File: config.mk
export PLATFORM = sky130hd
export DESIGN_NAME = bk_add_arbiter_flat
export DESIGN_NICKNAME = d
export VERILOG_FILES = /design/src/rtl/bk_add_arb_pkg.sv /design/src/rtl/bk_add_arbiter_if.sv /design/src/rtl/bk_add_arbiter_rr_arbiter.sv /design/src/rtl/bk_add_arbiter.sv /design/src/flat_wrapper.sv
export SDC_FILE = /design/constraint.sdc
export NUM_CORES = 1
export LEC_CHECK = 0
export CAP_MARGIN = 5
export CORE_MARGIN = 3
export CORE_UTILIZATION = 44
export DETAILED_ROUTE_END_ITERATION = 10
export PLACE_DENSITY = 0.95
export SLEW_MARGIN = 20
export SYNTH_ARGS = -nofsm -noshare
export SYNTH_HDL_FRONTEND = slang
export SYNTH_HIERARCHICAL = 1
export SYNTH_SLANG_ARGS = --single-unit
File: constraint.sdc
create_clock -name clk -period 8.1 [get_ports clk]
set_clock_uncertainty 0.15 [all_clocks]
set_input_delay 1.62 -clock clk [delete_from_list [all_inputs] [get_ports clk]]
set_output_delay 1.62 -clock clk [all_outputs]
set_load 0.05 [all_outputs]
File: src/rtl/bk_add_arb_pkg.sv
// Shared types and helpers for the Brent-Kung adder arbiter.
// Latency: none (types and a pure function only).
// Backpressure: n/a.
package bk_add_arb_pkg;

    localparam int WIDTH_DEF = 12;

    typedef logic [WIDTH_DEF-1:0] operand_t;
    typedef logic [WIDTH_DEF:0]   sum_t;

    // Encoded as {v1, rsp_valid} so the state can be read straight off the valid flops.
    typedef enum logic [1:0] {
        EMPTY  = 2'b00,
        ONE_S2 = 2'b01,
        ONE_S1 = 2'b10,
        FULL   = 2'b11
    } pipe_state_t;

    // Adder input bus layout: bit 2k = A[k], bit 2k+1 = B[k].
    function automatic logic [2*WIDTH_DEF-1:0] interleave(operand_t a, operand_t b);
        logic [2*WIDTH_DEF-1:0] r;
        r = '0;
        for (int k = 0; k < WIDTH_DEF; k++) begin
            r[2*k]   = a[k];
            r[2*k+1] = b[k];
        end
        return r;
    endfunction

endpackage

File: src/rtl/bk_add_arbiter_if.sv
// Bundles the requester, adder and response signals of the adder arbiter.
// Latency: none (wires only).
// Backpressure: req_ready / rsp_ready carry the valid-ready handshakes.
// slave modport: the arbiter side; master modport: clients, adder and sink side.
interface bk_add_arbiter_if
    import bk_add_arb_pkg::*;
#(
    parameter int NUM_REQ = 4,
    parameter int WIDTH   = WIDTH_DEF,
    parameter int ID_W    = $clog2(NUM_REQ)
);
    logic [NUM_REQ-1:0]       req_valid;
    logic [NUM_REQ-1:0]       req_ready;
    logic [NUM_REQ*WIDTH-1:0] req_a;
    logic [NUM_REQ*WIDTH-1:0] req_b;
    logic [2*WIDTH-1:0]       add_in;
    logic [WIDTH:0]           add_sum;
    logic                     rsp_valid;
    logic                     rsp_ready;
    logic [WIDTH:0]           rsp_sum;
    logic [ID_W-1:0]          rsp_id;
    pipe_state_t              pipe_state;   // debug view of {v1, rsp_valid}

    modport slave (
        input  req_valid, req_a, req_b, add_sum, rsp_ready,
        output req_ready, add_in, rsp_valid, rsp_sum, rsp_id, pipe_state
    );

    modport master (
        output req_valid, req_a, req_b, add_sum, rsp_ready,
        input  req_ready, add_in, rsp_valid, rsp_sum, rsp_id, pipe_state
    );
endinterface

File: src/rtl/bk_add_arbiter_rr_arbiter.sv
// Round-robin arbiter: first requester at or after ptr (wrapping) wins when enabled.
// Latency: combinational grant; ptr updates on the granting edge.
// Backpressure: en=0 forces a zero grant and freezes ptr.
// Ports: clk, rst (sync, active-high), req, en -> gnt (one-hot or zero), gnt_idx.
module rr_arbiter #(
    parameter int NUM_REQ = 4,
    parameter int ID_W    = $clog2(NUM_REQ)
) (
    input  logic               clk,
    input  logic               rst,
    input  logic [NUM_REQ-1:0] req,
    input  logic               en,
    output logic [NUM_REQ-1:0] gnt,
    output logic [ID_W-1:0]    gnt_idx
);
    logic [ID_W-1:0] ptr_q, ptr_d;
    logic            found;

    always_comb begin : p_search
        int k;
        k       = 0;
        found   = 1'b0;
        gnt     = '0;
        gnt_idx = '0;
        for (int i = 0; i < NUM_REQ; i++) begin
            k = int'(ptr_q) + i;
            if (k >= NUM_REQ) begin
                k = k - NUM_REQ;
            end
            if (en && !found && req[k]) begin
                found   = 1'b1;
                gnt[k]  = 1'b1;
                gnt_idx = ID_W'(k);
            end
        end
    end

    always_comb begin
        ptr_d = ptr_q;
        if (found) begin
            // Explicit wrap keeps non-power-of-two NUM_REQ correct.
            ptr_d = (gnt_idx == ID_W'(NUM_REQ-1)) ? '0 : gnt_idx + ID_W'(1);
        end
    end

    always_ff @(posedge clk) begin
        if (rst) begin
            ptr_q <= '0;
        end else begin
            ptr_q <= ptr_d;
        end
    end
endmodule

File: src/rtl/bk_add_arbiter.sv
// Shares one external WIDTH-bit adder among NUM_REQ round-robin requesters.
// Latency: accept at edge N gives rsp_valid after edge N+1; one result per cycle.
// Backpressure: rsp_ready=0 with both stages full stalls everything; req_ready drops.
// Ports: clk, rst (sync, active-high), bus (slave modport: req_*, add_in/add_sum, rsp_*).
// Optional BK_ADD_ARB_STATS_EN: adds stats_clr input and grant_cnt (16-bit saturating per requester).
module bk_add_arbiter
    import bk_add_arb_pkg::*;
#(
    parameter int NUM_REQ = 4,
    parameter int WIDTH   = WIDTH_DEF,
    parameter int ID_W    = $clog2(NUM_REQ)
) (
    input  logic             clk,
    input  logic             rst,
    bk_add_arbiter_if.slave  bus
`ifdef BK_ADD_ARB_STATS_EN
    ,
    input  logic                  stats_clr,
    output logic [NUM_REQ*16-1:0] grant_cnt
`endif
);
    logic [NUM_REQ-1:0] gnt;
    logic [ID_W-1:0]    gnt_idx;
    logic               adv2;
    logic               s1_accept;

    logic               v1_q, v1_d;
    logic [WIDTH-1:0]   a1_q, a1_d;
    logic [WIDTH-1:0]   b1_q, b1_d;
    logic [ID_W-1:0]    id1_q, id1_d;

    logic               rsp_valid_q, rsp_valid_d;
    logic [WIDTH:0]     rsp_sum_q, rsp_sum_d;
    logic [ID_W-1:0]    rsp_id_q, rsp_id_d;

    logic [2*WIDTH-1:0] add_in_w;

    assign adv2      = v1_q && (!rsp_valid_q || bus.rsp_ready);
    assign s1_accept = !v1_q || adv2;

    // Gating with rst keeps req_ready low during the reset cycle.
    rr_arbiter #(.NUM_REQ(NUM_REQ), .ID_W(ID_W)) u_arb (
        .clk     (clk),
        .rst     (rst),
        .req     (bus.req_valid),
        .en      (s1_accept && !rst),
        .gnt     (gnt),
        .gnt_idx (gnt_idx)
    );

    assign bus.req_ready = gnt;

    // Operand stage: load on grant, otherwise empty when its content moves to S2.
    always_comb begin
        v1_d  = v1_q;
        a1_d  = a1_q;
        b1_d  = b1_q;
        id1_d = id1_q;
        if (|gnt) begin
            v1_d  = 1'b1;
            id1_d = gnt_idx;
            for (int i = 0; i < NUM_REQ; i++) begin
                if (gnt[i]) begin
                    a1_d = bus.req_a[i*WIDTH +: WIDTH];
                    b1_d = bus.req_b[i*WIDTH +: WIDTH];
                end
            end
        end else if (adv2) begin
            v1_d = 1'b0;
        end
    end

    // Result stage: capture the adder output whenever S1 advances.
    always_comb begin
        rsp_valid_d = rsp_valid_q;
        rsp_sum_d   = rsp_sum_q;
        rsp_id_d    = rsp_id_q;
        if (adv2) begin
            rsp_valid_d = 1'b1;
            rsp_sum_d   = bus.add_sum;
            rsp_id_d    = id1_q;
        end else if (bus.rsp_ready) begin
            rsp_valid_d = 1'b0;
        end
    end

    // Adder bus is quiet when S1 holds nothing.
    always_comb begin
        add_in_w = '0;
        if (v1_q) begin
            for (int k = 0; k < WIDTH; k++) begin
                add_in_w[2*k]   = a1_q[k];
                add_in_w[2*k+1] = b1_q[k];
            end
        end
    end

    always_ff @(posedge clk) begin
        if (rst) begin
            v1_q        <= 1'b0;
            a1_q        <= '0;
            b1_q        <= '0;
            id1_q       <= '0;
            rsp_valid_q <= 1'b0;
            rsp_sum_q   <= '0;
            rsp_id_q    <= '0;
        end else begin
            v1_q        <= v1_d;
            a1_q        <= a1_d;
            b1_q        <= b1_d;
            id1_q       <= id1_d;
            rsp_valid_q <= rsp_valid_d;
            rsp_sum_q   <= rsp_sum_d;
            rsp_id_q    <= rsp_id_d;
        end
    end

    assign bus.add_in     = add_in_w;
    assign bus.rsp_valid  = rsp_valid_q;
    assign bus.rsp_sum    = rsp_sum_q;
    assign bus.rsp_id     = rsp_id_q;
    assign bus.pipe_state = pipe_state_t'({v1_q, rsp_valid_q});

`ifdef BK_ADD_ARB_STATS_EN
    logic [15:0] cnt_q [NUM_REQ];
    logic [15:0] cnt_d [NUM_REQ];

    // Clear wins over a same-cycle grant; counters stick at all-ones.
    always_comb begin
        for (int i = 0; i < NUM_REQ; i++) begin
            cnt_d[i] = cnt_q[i];
            if (stats_clr) begin
                cnt_d[i] = '0;
            end else if (gnt[i] && (cnt_q[i] != 16'hFFFF)) begin
                cnt_d[i] = cnt_q[i] + 16'd1;
            end
        end
    end

    always_ff @(posedge clk) begin
        for (int i = 0; i < NUM_REQ; i++) begin
            if (rst) begin
                cnt_q[i] <= '0;
            end else begin
                cnt_q[i] <= cnt_d[i];
            end
        end
    end

    always_comb begin
        grant_cnt = '0;
        for (int i = 0; i < NUM_REQ; i++) begin
            grant_cnt[i*16 +: 16] = cnt_q[i];
        end
    end
`endif
endmodule

File: src/flat_wrapper.sv
// flat-port wrapper written by rule: the top's interface ports become plain ports
module bk_add_arbiter_flat import bk_add_arb_pkg::*;
#(
    parameter int NUM_REQ = 4,
    parameter int WIDTH   = WIDTH_DEF,
    parameter int ID_W    = $clog2(NUM_REQ)
)
  (clk, rst, bus_req_valid, bus_req_a, bus_req_b, bus_add_sum, bus_rsp_ready, bus_req_ready, bus_add_in, bus_rsp_valid, bus_rsp_sum, bus_rsp_id, bus_pipe_state);
  bk_add_arbiter_if #(.NUM_REQ(NUM_REQ), .WIDTH(WIDTH), .ID_W(ID_W)) bus_i ();
  input  logic clk;
  input  logic rst;
  input wire logic [$bits(bus_i.req_valid)-1:0] bus_req_valid;
  input wire logic [$bits(bus_i.req_a)-1:0] bus_req_a;
  input wire logic [$bits(bus_i.req_b)-1:0] bus_req_b;
  input wire logic [$bits(bus_i.add_sum)-1:0] bus_add_sum;
  input wire logic [$bits(bus_i.rsp_ready)-1:0] bus_rsp_ready;
  output wire logic [$bits(bus_i.req_ready)-1:0] bus_req_ready;
  output wire logic [$bits(bus_i.add_in)-1:0] bus_add_in;
  output wire logic [$bits(bus_i.rsp_valid)-1:0] bus_rsp_valid;
  output wire logic [$bits(bus_i.rsp_sum)-1:0] bus_rsp_sum;
  output wire logic [$bits(bus_i.rsp_id)-1:0] bus_rsp_id;
  output wire logic [$bits(bus_i.pipe_state)-1:0] bus_pipe_state;
  assign bus_i.req_valid = bus_req_valid;
  assign bus_i.req_a = bus_req_a;
  assign bus_i.req_b = bus_req_b;
  assign bus_i.add_sum = bus_add_sum;
  assign bus_i.rsp_ready = bus_rsp_ready;
  assign bus_req_ready = bus_i.req_ready;
  assign bus_add_in = bus_i.add_in;
  assign bus_rsp_valid = bus_i.rsp_valid;
  assign bus_rsp_sum = bus_i.rsp_sum;
  assign bus_rsp_id = bus_i.rsp_id;
  assign bus_pipe_state = bus_i.pipe_state;
  bk_add_arbiter #(.NUM_REQ(NUM_REQ), .WIDTH(WIDTH), .ID_W(ID_W)) u_core (.clk(clk), .rst(rst), .bus(bus_i));
endmodule
==> summary.md, run 1 <==
| Metric | Value |
|---|---|
| CP Cell Sequence | clkdlybuf4s50_1 > nor2b_1 > a21oi_1 > and2b_2 > o2bb2ai_1 > nand2_1 > o21ai_2 > buf_4 > clkdlybuf4s50_1 |
| Slowest CP cell | clkdlybuf4s50_1 |
| Worst min path class | flop to flop |
| CTS tree | done |
| Post-CTS Hold Fix Bufs | 0 |
| Endpoints failing setup | 0 |
| CTS HTree Levels | 2 |
| Largest stage delay on the critical path | 0.87 ns |
| Slew Limit Fails | 0 |
| Largest area contributor in the netlist | dfxtp_1 |
| Vias in the first global route | about 3,300 |
| Worst Setup End Kind | output port |
| Crit path kind | input port to output port |
| DRC violations left | 0 |
| First-pass GRT wire length | 16,100 µm |
| Clock-pin slew reported for the worst setup and hold paths after clock tree synthesis | 0.08 ns |
| Post-DP HPWL | 7500 µm |
| RSZ-0062 raised after global routing | false |
| Tmin final | approximately 6.8 ns |
| Layout cells sized above 1 | between 15 and 20% |
| Tightest Pin Transition | 0.885 ns |
| Boundary Pins | 162 |
| Worst skew pair latency | 0.29 ns |
| Internal power | 803 µW |
| Fmax achieved | around 150 MHz |
| Drt initial violations | 141 |
| Clk buf depth | 2 |
| Fin crit share | a little over four fifths |
| N_diodes | 0 |
| Pre-Repair DR Iteration Count | 5 |
| Starting Density | 46.7% |
| Cells after DPL | 599 |
| Die Height | 92.3 µm |
| Worst hold slack | about 0.33 ns |
| Commonest cells in the netlist | dfxtp_1 (45), nand2_1 (32), nor2_1 (30) |
| Synthesized area | 3280 µm² |
| Fin cells | 607 |
| Placement row count | 30 |
| Fin. Hold Viols | 0 |
| Slew HR | 40.9% |
| Ys flop type | dfxtp_1 |
| Sequential area share after synthesis | 27.5% |
| Layout area overhead | 51.3% |
| WP data arrival | 5.07 ns |
| CTS Buf Count | 5 |
| Die W | slightly above 90 µm |
| Routability congestion estimate | slightly below 0.9 |
| Total Wirelength | 9850 µm |
| Max-cap violation count | 0 |
| CP startpoint kind | input port |
| # resized after CTS | 0 |
| Worst-path fanout max | 26 |
| Leakage Power | 1.69 nW |
| Maximum vdd drop | 0.249 mV |
| Clock power share | roughly 11% |
| Status | complete, no violations |
| Cell mode on critical path | clkdlybuf4s50_1 |
| Remaining Overflow, GRT | 0 |
| Post-Route Setup TNS | 0 ns |
| DP Area | 4840 µm² |
| GRT Overall Usage | between 20 and 25% |
| Post-synth top area share | 27.5% |
| Design area | 4960 µm² |
| Antenna viol nets, final | 0 |
| Drt wl/cell | 16.2 µm |
| Unique masters post-synth | 41 |
| Antenna violations before repair | 0 |
| Fin util | between 70% and 80% |
| Largest net degree at the start of global routing | 52 |
| Combinational power share | 66.6% |
| Port Buffer Count | 161 |
| EDFF count, synth | 0 |
| Sw Ratio | about half |
| CTS Root Cell | clkbuf_8 |
| Number of clock sinks | 45 |
| P per Cell Area | 313 nW/µm² |
| Yosys reg bits | 45 |
| Synth Area per Inst | slightly below 9 µm² |
| Die ar. | around 8500 µm² |
| Asr flop ratio synth | 0% |
| Net Count, Synth | 499 |
| Via density | 5.47 |
| # fillers | 539 |
| P_sw | 751 µW |
| Area contributors post-synth | dfxtp_1 (27%), a311oi_2 (11%), mux2_2 (8.9%) |
| Worst path required time | 6.33 ns |
| Post-CTS Setup Repair Bufs | 0 |
| Sequential power share | 22.0% |
| Top-count cell post-synth | dfxtp_1 |
| Core area | 7020 µm² |
| Via Count | 3,323 |
| Nets | 634 |
| Cells after synthesis | about 380 |
| Synthesis warning total | 6 |
==> area by class of cell <==
class / count / area (µm²) / share of cell area, %
inverters: 8 / 30.0 / 0.606
clock buffers: 6 / 82.6 / 1.67
flip-flops and latches: 45 / 901 / 18.2
clock inverters: 2 / 37.5 / 0.757
repair buffers: 166 / 1640 / 33.2
well taps: 96 / 120 / 2.42
multi-input cells: 284 / 2140 / 43.2
==> cells in the final DEF, fill, tap and decap left out, types with 18 or more instances in the layout <==
cell type,synthesis,layout
a21oi_1,18,18
o21ai_0,21,18
nand2_1,32,32
nor2_1,30,30
a311oi_2,24,24
and2_1,25,25
mux2_2,26,26
clkdlybuf4s50_1,0,160
nand2b_1,27,27
o211ai_1,25,25
dfxtp_1,45,45
==> metal layers <==
layer,up-vias,part of all wire (%),track usage [%],routed length (µm)
li1,1619,-,-,-
met1,1534,38,26.7,3770
met2,157,52,42.1,5130
met3,13,8.6,6.26,851
met4,0,0.93,4.83,92
met5,-,0,0,0
==> worst paths after layout <==
| path | from | slack, ns | cells after the start | endpoint |
|---|---|---|---|---|
| worst min-delay path | u_core/bus.rsp_sum[12]$_SDFFE_PP0P_ | 0.33 | 2 | u_core/bus.rsp_sum[12]$_SDFFE_PP0P_ |
| worst max-delay path | bus_rsp_ready | 1.26 | 9 | bus_req_ready[1] |
| worst max register to register | flop | 3.36 | 10 | u_core/a1_q[5]$_SDFFE_PP0P_ |
| worst min register to register | u_core/bus.rsp_sum[12]$_SDFFE_PP0P_ | 0.33 | 2 | u_core/bus.rsp_sum[12]$_SDFFE_PP0P_ |
==> critical path, delay by kind of cell <==
kind | cells | cell delay, ns
buffers and inverters | 3 | 1.68
AO/OA/AOI/OAI | 3 | 1.08
AND/OR/NAND/NOR | 3 | 0.68
==> logic make-up (layout without fill, tap and decap cells) <==
| logic type | count (synthesis) | after routing | share of synthesized area [%] |
|---|---|---|---|
| simple gates | 140 | 140 | 22.3 |
| flops | 45 | 45 | 27.5 |
| buf+inv | 46 | 182 | 7.71 |
| mux | 33 | 33 | 12.2 |
| xor+xnor | 1 | 1 | 0.267 |
| fa+ha+maj | 8 | 8 | 3.05 |
| compound gates | 102 | 102 | 27.0 |
==> sequential cells by signal, indices dropped and copies added, names as in the netlist, named ones only <==
signal / count
u_core/a1_q: 12
u_core/b1_q: 12
u_core/bus.rsp_id: 2
u_core/bus.rsp_sum: 13
u_core/bus.rsp_valid: 1
u_core/id1_q: 2
u_core/u_arb/ptr_q: 1
u_core/v1_q: 1
==> per-stage QoR <==
step,power [mW],setup WS (ns)
2_1_floorplan,1.16,2.27
3_3_place_gp,1.35,1.45
3_5_place_dp,1.38,1.31
4_1_cts,1.56,1.30
5_1_grt,1.66,1.02
6_report,1.55,1.26
==> power groups by stage <==
stage               logic, mW  registers, mW  clock network, mW
CTS                      1.04          0.342              0.180
global placement         1.00          0.342                  0
floorplan               0.773          0.391                  0
detailed placement       1.03          0.347                  0
global route             1.11          0.352              0.191
finish                   1.04          0.342              0.176
No activity file was read; power rests on OpenSTA's default activity.
==> run 2, diff against run 1 <==
--- a/config.mk
+++ b/config.mk
@@ -7,9 +7,9 @@
 export LEC_CHECK = 0
 export CAP_MARGIN = 5
 export CORE_MARGIN = 3
-export CORE_UTILIZATION = 44
+export CORE_UTILIZATION = 37
 export DETAILED_ROUTE_END_ITERATION = 10
-export PLACE_DENSITY = 0.95
+export PLACE_DENSITY = 0.88
 export SLEW_MARGIN = 20
 export SYNTH_ARGS = -nofsm -noshare
 export SYNTH_HDL_FRONTEND = slang
==> constraint.sdc (replaced) <==
create_clock -name clk -period 5.6 [get_ports clk]
set_clock_uncertainty 0.15 [all_clocks]
set_input_delay 1.12 -clock clk [delete_from_list [all_inputs] [get_ports clk]]
set_output_delay 1.12 -clock clk [all_outputs]
set_load 0.05 [all_outputs]
==> run 2 against run 1 <==
Power grew 44%. Sequential power grew 44%. Sequential cell count unchanged. Critical endpoint is now bus_req_ready[2].
==> summary.md, run 2 (synthesis results as in run 1) <==
| Metric | Value |
|---|---|
| Status | complete, no violations |
| DRC violations left | 0 (unchanged) |
| Maximum vdd drop | 0.293 mV (+18%) |
| Tmin final | 5.23 ns |
| N_diodes | 0 (unchanged) |
| Sw Ratio | 48.6% (+0.30 points) |
| Largest stage delay on the critical path | 0.74 ns (-0.13 ns) |
| P_sw | 1.09 mW (+45%) |
| Drt wl/cell | 15.8 µm (-2.6%) |
| Die Height | 100 µm (+8.5%) |
| CTS Root Cell | clkbuf_8 |
| Remaining Overflow, GRT | 0 (unchanged) |
| Worst path required time | 4.33 ns (-2.00 ns) |
| Post-Route Setup TNS | 0 ns (unchanged) |
| Fin crit share | a little over 90% |
| Combinational power share | 67.0% (+0.4 points) |
| Critical path's top delay family | simple AND/OR/NAND/NOR gates |
| First-pass GRT wire length | 15,400 µm (-4.3%) |
| Most frequent cells in the layout | clkdlybuf4s50_1 (156), dfxtp_1 (45), nand2_1 (32) |
| Pre-Repair DR Iteration Count | 4 (-1) |
| Clk buf depth | 2 (unchanged) |
| Crit path kind | input port to output port |
| Vias in the first global route | 3,252 (-2.3%) |
| Core area | 8420 µm² (+20%) |
| Slowest CP cell | nor2b_1 |
| Fmax achieved | 191 MHz |
| P per Cell Area | 451 nW/µm² (+44%) |
| Clock-pin slew reported for the worst setup and hold paths after clock tree synthesis | 0.08 ns (about the same) |
| Worst min path class | flop to flop |
| Starting Density | 38.9% (-7.8 points) |
| CP Cell Sequence | clkdlybuf4s50_1 > nor2b_1 > a21oi_1 > and3b_2 > a222oi_1 > o21ai_4 > buf_4 |
| Max reg flops | 13 (unchanged) |
| Drt initial violations | 192 (+36%) |
| CTS tree | done |
| Worst Setup End Kind | output port |
| Sequential power share | 22.1% (about the same) |
| Post-CTS Hold Fix Bufs | 0 (unchanged) |
| Number of clock sinks | 45 (unchanged) |
| Tightest Pin Transition | 0.942 ns (+0.0562 ns) |
| Worst skew pair latency | 0.28 ns (about the same) |
| Slew Limit Fails | 0 (unchanged) |
| GRT Overall Usage | 18.7% (-4.3 points) |
| WP data arrival | 3.96 ns (-1.11 ns) |
| Worst-path fanout max | 17 (-35%) |
| Worst hold slack | 0.328 ns (+0.00185 ns) |
| # fillers | 758 (+41%) |
| Layout area overhead | 51.0% |
| Antenna viol nets, final | 0 (unchanged) |
| CP startpoint kind | input port |
| Via Count | 3,270 (-1.6%) |
| Largest net degree at the start of global routing | 52 (unchanged) |
| CTS HTree Levels | 2 (unchanged) |
| Die W | 100 µm (+8.5%) |
| Critical path launch point | bus_rsp_ready |
| Max-cap violation count | 0 (unchanged) |
| Antenna violations before repair | 0 (unchanged) |
| Layout cells sized above 1 | 15.9% (+0.59 points) |
| CTS Buf Count | 5 (unchanged) |
| Boundary Pins | 162 (unchanged) |
| Post-CTS Setup Repair Bufs | 0 (unchanged) |
| Worst hold start | u_core/bus.rsp_id[1]$_SDFFE_PP0P_ |
| Endpoints failing setup | 0 (unchanged) |
| Internal power | 1.15 mW (+43%) |
| Most common cell after layout, fill and taps aside | clkdlybuf4s50_1 |
| Post-DP HPWL | 7560 µm (+0.76%) |
| RSZ-0062 raised after global routing | false |
| Nets | 634 (unchanged) |
| Placement row count | 33 (+10%) |
| Via density | 5.31 (-3.0%) |
| Total Wirelength | 9740 µm (-1.1%) |
| Die ar. | 10,000 µm² (+18%) |
| Slew HR | 37.1% (-3.8 points) |
| Total chip power | 2.23 mW (+44%) |
| Routability congestion estimate | 0.866 (-2.0%) |
| Leakage Power | 1.69 nW (+0.29%) |
| # resized after CTS | 0 (unchanged) |
| Clock power share | 10.9% (-0.4 points) |
| Port Buffer Count | 161 (unchanged) |
| Buf+Inv Stages, Crit Path | 2 (-1) |
| Fin. Hold Viols | 0 (unchanged) |
| Fin util | 58.8% (-12 points) |
[run 2: layer usage]
| metal | vias up | global-route usage [%] | wire [µm] |
|---|---|---|---|
| met4 | 0 | 4.15 | 91 |
| met2 | 136 | 33.7 | 4910 |
| met1 | 1507 | 22.3 | 3910 |
| li1 | 1619 | - | - |
| met3 | 8 | 4.73 | 821 |
| met5 | - | 0 | 0 |
[run 2: cell type report]
class	instances	area [µm²]	area share, %
timing repair buffer	166	1630	33.0
clock buffer	6	72.6	1.47
sequential	45	901	18.2
inverter	8	30.0	0.607
clock inverter	2	38.8	0.783
multi-input combinational	284	2140	43.3
tap	105	131	2.65
[run 2: per-stage QoR]
step,cells,setup slack [ns],instance area (µm²)
after floorplan,375,0.752,3280
after global placement,608,0.541,4840
after detailed placement,608,0.302,4840
after CTS,616,0.435,4950
after global routing,616,0.102,4950
final,616,0.369,4950
[run 2: worst paths after layout]
| kind | depth (start not counted) | slack (ns) | to |
|---|---|---|---|
| max | 7 | 0.37 | bus_req_ready[2] |
| min | 2 | 0.33 | u_core/bus.rsp_id[1]$_SDFFE_PP0P_ |
| max reg2reg | 10 | 1.10 | u_core/a1_q[7]$_SDFFE_PP0P_ |
| min reg2reg | 2 | 0.33 | u_core/bus.rsp_id[1]$_SDFFE_PP0P_ |
[run 2: tightest hold or removal path: stages, from the launching register on]
cell and delay [ns]:
dfxtp_1 0.31, o21ai_0 0.06, a21oi_1 0.06
[run 2: power groups by stage]
stage,clock network [mW],logic [mW],registers (mW)
finish,0.243,1.50,0.493
global route,0.264,1.61,0.507
CTS,0.250,1.50,0.493
detailed placement,0,1.50,0.501
global placement,0,1.44,0.495
floorplan,0,1.12,0.565
==> run 3, diff against run 2 <==
--- a/config.mk
+++ b/config.mk
@@ -9,6 +9,7 @@
 export CORE_MARGIN = 3
 export CORE_UTILIZATION = 37
 export DETAILED_ROUTE_END_ITERATION = 10
+export GPL_ROUTABILITY_DRIVEN = 0
 export PLACE_DENSITY = 0.88
 export SLEW_MARGIN = 20
 export SYNTH_ARGS = -nofsm -noshare
==> results of run 3 <==
Final layout, timing and power as in run 2 (identical DEF).
